$ cat config.mk
export PLATFORM = sky130hd
export DESIGN_NAME = uart_rx_fifo_flat
export DESIGN_NICKNAME = d
export VERILOG_FILES = /design/src/rtl/uart_rx_fifo_if.sv /design/src/rtl/uart_rx_fifo.sv /design/src/flat_wrapper.sv
export SDC_FILE = /design/constraint.sdc
export NUM_CORES = 1
export LEC_CHECK = 0
export BUFFER_PORTS_ARGS = -buffer_cell sky130_fd_sc_hd__buf_2
export CAP_MARGIN = 20
export CORE_UTILIZATION = 45
export DETAILED_ROUTE_END_ITERATION = 12
export PLACE_DENSITY = 0.72
export SKIP_LAST_GASP = 1
export SLEW_MARGIN = 20
export SYNTH_ARGS = -nofsm -noshare
export SYNTH_HDL_FRONTEND = slang
export SYNTH_SLANG_ARGS = --single-unit
$ cat constraint.sdc
create_clock -name clock -period 2.6 [get_ports clock]
set_input_delay 0.13 -clock clock [delete_from_list [all_inputs] [get_ports clock]]
set_output_delay 0.13 -clock clock [all_outputs]
set_load 0.03 [all_outputs]
$ cat src/rtl/uart_rx_fifo_if.sv
// Handshake bundle between uart_rx, the receive FIFO and its consumer.
// slave is the FIFO side; master is the environment driving words in and taking them out.
interface uart_rx_fifo_if #(
    parameter int width = 8
);
    logic [width-1:0] in_data;
    logic             in_ready;
    logic             can_receive;
    logic [width-1:0] out_data;
    logic             out_valid;
    logic             out_ready;

    modport slave (
        input  in_data,
        input  in_ready,
        output can_receive,
        output out_data,
        output out_valid,
        input  out_ready
    );

    modport master (
        output in_data,
        output in_ready,
        input  can_receive,
        input  out_data,
        input  out_valid,
        output out_ready
    );
endinterface

$ cat src/rtl/uart_rx_fifo.sv
// Circular receive FIFO behind uart_rx with first-word-fall-through output and sticky overflow.
// Optional saturating drop counter enabled by defining UART_RX_FIFO_DROP_CNT_EN.
//
// Handshake: a word is popped on a rising edge where out_valid && out_ready; uart_rx
// strobes in_ready for one cycle and must only rely on can_receive (=!full) for acceptance,
// although a word arriving while full is still taken if a pop frees a slot that same edge.
module uart_rx_fifo #(
    parameter int width = 8,
    parameter int depth = 16
) (
    input  logic                       clock,
    input  logic                       resetn,
    uart_rx_fifo_if.slave              bus,
    output logic [$clog2(depth):0]     level,
    output logic                       overflow,
`ifdef UART_RX_FIFO_DROP_CNT_EN
    output logic [15:0]                drop_count,
`endif
    input  logic                       clear_overflow
);
    localparam int aw = $clog2(depth);
    localparam int lw = aw + 1;

    logic [width-1:0] mem [depth];
    logic [aw-1:0]    wr_ptr;
    logic [aw-1:0]    rd_ptr;
    logic             full;
    logic             empty;
    logic             pop;
    logic             push;
    logic             drop;

    assign full  = (level == lw'(depth));
    assign empty = (level == '0);
    assign pop   = !empty && bus.out_ready;
    assign push  = bus.in_ready && (!full || pop);
    assign drop  = bus.in_ready && full && !pop;

    // Outputs depend only on registered state; data is masked so reset shows zero.
    assign bus.out_valid   = !empty;
    assign bus.out_data    = empty ? '0 : mem[rd_ptr];
    assign bus.can_receive = !full;

    always_ff @(posedge clock) begin
        if (push) begin
            mem[wr_ptr] <= bus.in_data;
        end
    end

    always_ff @(posedge clock or negedge resetn) begin
        if (!resetn) begin
            wr_ptr <= '0;
            rd_ptr <= '0;
            level  <= '0;
        end else begin
            if (push) begin
                wr_ptr <= wr_ptr + aw'(1);
            end
            if (pop) begin
                rd_ptr <= rd_ptr + aw'(1);
            end
            case ({push, pop})
                2'b10:   level <= level + lw'(1);
                2'b01:   level <= level - lw'(1);
                default: level <= level;
            endcase
        end
    end

    // A drop in the same cycle as a clear leaves the flag set.
    always_ff @(posedge clock or negedge resetn) begin
        if (!resetn) begin
            overflow <= 1'b0;
        end else if (drop) begin
            overflow <= 1'b1;
        end else if (clear_overflow) begin
            overflow <= 1'b0;
        end
    end

`ifdef UART_RX_FIFO_DROP_CNT_EN
    always_ff @(posedge clock or negedge resetn) begin
        if (!resetn) begin
            drop_count <= '0;
        end else if (drop) begin
            if (clear_overflow) begin
                drop_count <= 16'd1;
            end else if (drop_count != 16'hFFFF) begin
                drop_count <= drop_count + 16'd1;
            end
        end else if (clear_overflow) begin
            drop_count <= '0;
        end
    end
`endif
endmodule

$ cat src/flat_wrapper.sv
// flat-port wrapper written by rule: the top's interface ports become plain ports
module uart_rx_fifo_flat 
#(
    parameter int width = 8,
    parameter int depth = 16
)
  (clock, resetn, level, overflow, clear_overflow, bus_in_data, bus_in_ready, bus_can_receive, bus_out_data, bus_out_valid, bus_out_ready);
  uart_rx_fifo_if #(.width(width)) bus_i ();
  input  logic clock;
  input  logic resetn;
  output logic [$clog2(depth):0] level;
  output logic overflow;
  input  logic clear_overflow;
  input wire logic [$bits(bus_i.in_data)-1:0] bus_in_data;
  input wire logic [$bits(bus_i.in_ready)-1:0] bus_in_ready;
  output wire logic [$bits(bus_i.can_receive)-1:0] bus_can_receive;
  output wire logic [$bits(bus_i.out_data)-1:0] bus_out_data;
  output wire logic [$bits(bus_i.out_valid)-1:0] bus_out_valid;
  input wire logic [$bits(bus_i.out_ready)-1:0] bus_out_ready;
  assign bus_i.in_data = bus_in_data;
  assign bus_i.in_ready = bus_in_ready;
  assign bus_can_receive = bus_i.can_receive;
  assign bus_out_data = bus_i.out_data;
  assign bus_out_valid = bus_i.out_valid;
  assign bus_i.out_ready = bus_out_ready;
  uart_rx_fifo #(.width(width), .depth(depth)) u_core (.clock(clock), .resetn(resetn), .bus(bus_i), .level(level), .overflow(overflow), .clear_overflow(clear_overflow));
endmodule
==> flow_metrics.env <==
export IMPL_num_io_pins=29
export IMPL_grt_max_degree=23
export IMPL_nNetsFinal=381
export IMPL_power_switching_w=0.00261
export IMPL_arrival_ps=2340
export IMPL_die_w_um=116
export IMPL_setup_viol=0
export IMPL_hold_viol=0
export IMPL_hold_start="bus_out_ready"
export IMPL_synth_cells=304
export IMPL_slew_viol_final=0
export IMPL_synth_edf_count=128
export IMPL_netlist_top_cells_area="edfxtp_1 (65%), mux4_2 (8.8%), dfrtp_1 (6.0%), mux4_1 (4.0%), mux2_2 (1.7%)"
export IMPL_syn_to_final_growth_pct=19.8
export IMPL_cts_buffers_inserted=17
export IMPL_grt_usage_pct=17.9
export IMPL_wl_per_cell_um=19.8
export IMPL_yosys_cell_count_top_type="edfxtp_1"
export IMPL_vdd_ir_drop_max_v=0.000657
export IMPL_synthDistinctLibCells=39
export IMPL_synth_top_area_share_pct=65.4
export IMPL_period_share_pct=95.1
export IMPL_diodes=0
export IMPL_routed_via_count=2911
export IMPL_wl_mm=10.8
export IMPL_coreArea_mm2=0.0127
export IMPL_synth_cell_area_mm2=0.00588
export IMPL_reg2reg_from="u_core.level[2]"
export IMPL_fp_dieArea_mm2=0.0135
export IMPL_viasPerCell=5.34
export IMPL_period_needed_ps=2470
export IMPL_cts_root_buf="clkbuf_16"
export IMPL_synth_top_cell_by_area="edfxtp_1"
export IMPL_worst_pin_slew_ps=965
export IMPL_start_util_pct=46.4
export IMPL_rsz0062_at_grt="yes"
export IMPL_ys_flop_type="edfxtp_1"
export IMPL_avgSynthCellArea_um2=19.3
export IMPL_crit_type="reg2out"
export IMPL_drv_cap=0
export IMPL_cp_max_fo=16
export IMPL_worstSetupStartpointType="register"
export IMPL_first_iter_violations=268
export IMPL_overflow=0
export IMPL_cpMaxStageDelayCell="mux4_1"
export IMPL_die_y_um=116
export IMPL_fillers=984
export IMPL_hold_path_class="in2reg"
export IMPL_rows=41
export IMPL_p_seq_share_pct=35.9
export IMPL_ys_seq_elements=142
export IMPL_cts_htree_levels=4
export IMPL_postRouteAntennaNets=0
export IMPL_cts_tree="done"
export IMPL_seq_area_frac_synth_pct=71.3
export IMPL_worst_skew_pair_late_latency_ps=410
export IMPL_end_kind="primary output"
export IMPL_yosys_warnings=0
export IMPL_drive_above_1_share_pct=33.5
export IMPL_critPathRequiredTime_ps=2470
export IMPL_grt_pass1_wl_mm=16.9
export IMPL_ys_async_sr_fraction_pct=9.86
export IMPL_grt_pass1_vias=3053
export IMPL_fin_util_pct=55.6
export IMPL_slowest_delay_ps=600
export IMPL_status="complete, no violations"
export IMPL_startpoint="u_core.rd_ptr[1]"
export IMPL_synthTopCellsByCount="edfxtp_1 (128), mux4_2 (23), dfrtp_1 (14), nor2_1 (13), a21oi_1 (11)"
export IMPL_globalplace_congestion=0.787
export IMPL_dp_hpwl_mm=6.73
export IMPL_path_clk_slew_ps=60
export IMPL_intPower_w=0.00583
export IMPL_dr_pass1_iters=5
export IMPL_drc=0
export IMPL_swShare_pct=30.9
export IMPL_totalPowerFinal_w=0.00844
export IMPL_antenna_found_initial=0
export IMPL_cts_path_max_buffers=2
export IMPL_p_leak_nw=2.48
export IMPL_clock_sinks=142
export IMPL_comb_power_share_pct=32.0
export IMPL_clockPowerShare_pct=32.1
export IMPL_power_density_mw_per_mm2=1200
export IMPL_fin_tns_setup_ps=0
export IMPL_fmax_mhz=404
export IMPL_max_slew_margin_rel_pct=35.4
export IMPL_cp_cell_sequence="buf_12 > mux4_1 > mux2_2 > o21ai_1 > a21oi_1 > buf_2"
export IMPL_skew_ps=5.72
export IMPL_port_buffers=28
export IMPL_synth_nets=325
## critical path, delay by kind of cell, from the launching register on
kind / cells / cell delay [ps]
AOI/OAI and AO/OA: 2 / 230
muxes: 2 / 910
DFF: 1 / 390
buffers and inverters: 2 / 400
## through the flow
| stage | hold WS [ps] | cells | cell area, um^2 | setup WS, ps |
|---|---|---|---|---|
| detailed placement | 53.2 | 507 | 6300 | 88.0 |
| global placement | 40.6 | 507 | 6300 | 166 |
| floorplan | -166 | 304 | 5920 | -81.9 |
| global route | 47.0 | 545 | 7040 | -1.16 |
| finish | 31.6 | 545 | 7040 | 128 |
| CTS | 19.7 | 542 | 7020 | 25.0 |
## worst paths after layout
path,slack [ps],depth (start not counted),endpoint
worst max-delay path,130,6,bus_out_data[4]
worst min-delay path,30,3,u_core.rd_ptr[2]
worst max register to register,140,11,u_core.level[4]
worst min register to register,600,2,u_core.overflow
max in group asynchronous,2170,2,u_core.rd_ptr[1]
min in group asynchronous,160,2,u_core.level[3]
## power by group through the flow
stage               Combinational (W)  Sequential (W)  Clock [W]
floorplan                     0.00201         0.00304          0
global placement              0.00258         0.00306          0
detailed placement            0.00261         0.00308          0
CTS                           0.00270         0.00305    0.00275
global route                  0.00291         0.00307    0.00285
finish                        0.00270         0.00303    0.00271
## cells in the final DEF (no fill, tap or decap), drive strengths merged
cell type	n
nor4b	1
nor2	13
ha	8
or3b	1
bufinv	6
a31oi	2
mux2i	9
inv	7
xor2	5
a21o	1
xnor2	7
nand2b	4
a21oi	11
nor4	1
mux2	10
dlygate4sd3	2
mux4	32
nand3b	1
nor3	5
o21ai	10
edfxtp	128
nor2b	2
a22oi	1
buf	52
a41o	1
nand2	8
clkinvlp	2
clkinv	6
and3	1
dfrtp	14
nand4	1
clkbuf	17
nand3	3
bufbuf	1
## registers in the layout (all words and copies together) (netlist names)
register and cells:
u_core.overflow 1, u_core.wr_ptr 4, u_core.mem 128, u_core.rd_ptr 4
u_core.level 5
## layer usage
layer | vias up | GRT usage (%) | share of wire [%]
met2 | 83 | 29.8 | 51
li1 | 1328 | - | -
met5 | - | 0 | 0
met4 | 0 | 6.75 | 1.9
met3 | 15 | 4.26 | 4.9
met1 | 1485 | 22.8 | 43
## repair_timing
action / 4_1_cts / 5_1_grt
setup buffers: 0 / 3
gates cloned: 1 / 0
endpoints found under the setup margin: 6 / 7
pin swaps: 0 / 1
endpoints found under the hold margin: 15 / 0
hold buffers: 2 / 0
gates resized for setup: 1 / 0
## cells by family (layout without fill, tap and decap cells)
| logic type | Yosys count | count (layout) | share of synthesized area [%] |
|---|---|---|---|
| flip-flops | 142 | 142 | 71.3 |
| multiplexers | 51 | 51 | 16.3 |
| AND/OR/NAND/NOR | 41 | 41 | 3.66 |
| AO/OA/AOI/OAI | 26 | 26 | 2.53 |
| buffers and inverters | 24 | 93 | 2.72 |
| XOR/XNOR | 12 | 12 | 1.79 |
| adder cells (fa/ha/maj) | 8 | 8 | 1.70 |
## cell type report
cell class | instances | area, um^2 | share of cell area [%]
Sequential cell | 142 | 4200 | 59.6
Multi-Input combinational cell | 138 | 1540 | 21.9
Clock buffer | 17 | 425 | 6.04
Timing Repair Buffer | 55 | 398 | 5.65
Clock inverter | 15 | 243 | 3.45
Tap cell | 172 | 215 | 3.06
Inverter | 6 | 22.5 | 0.320
(Power assumes the default switching activity.)
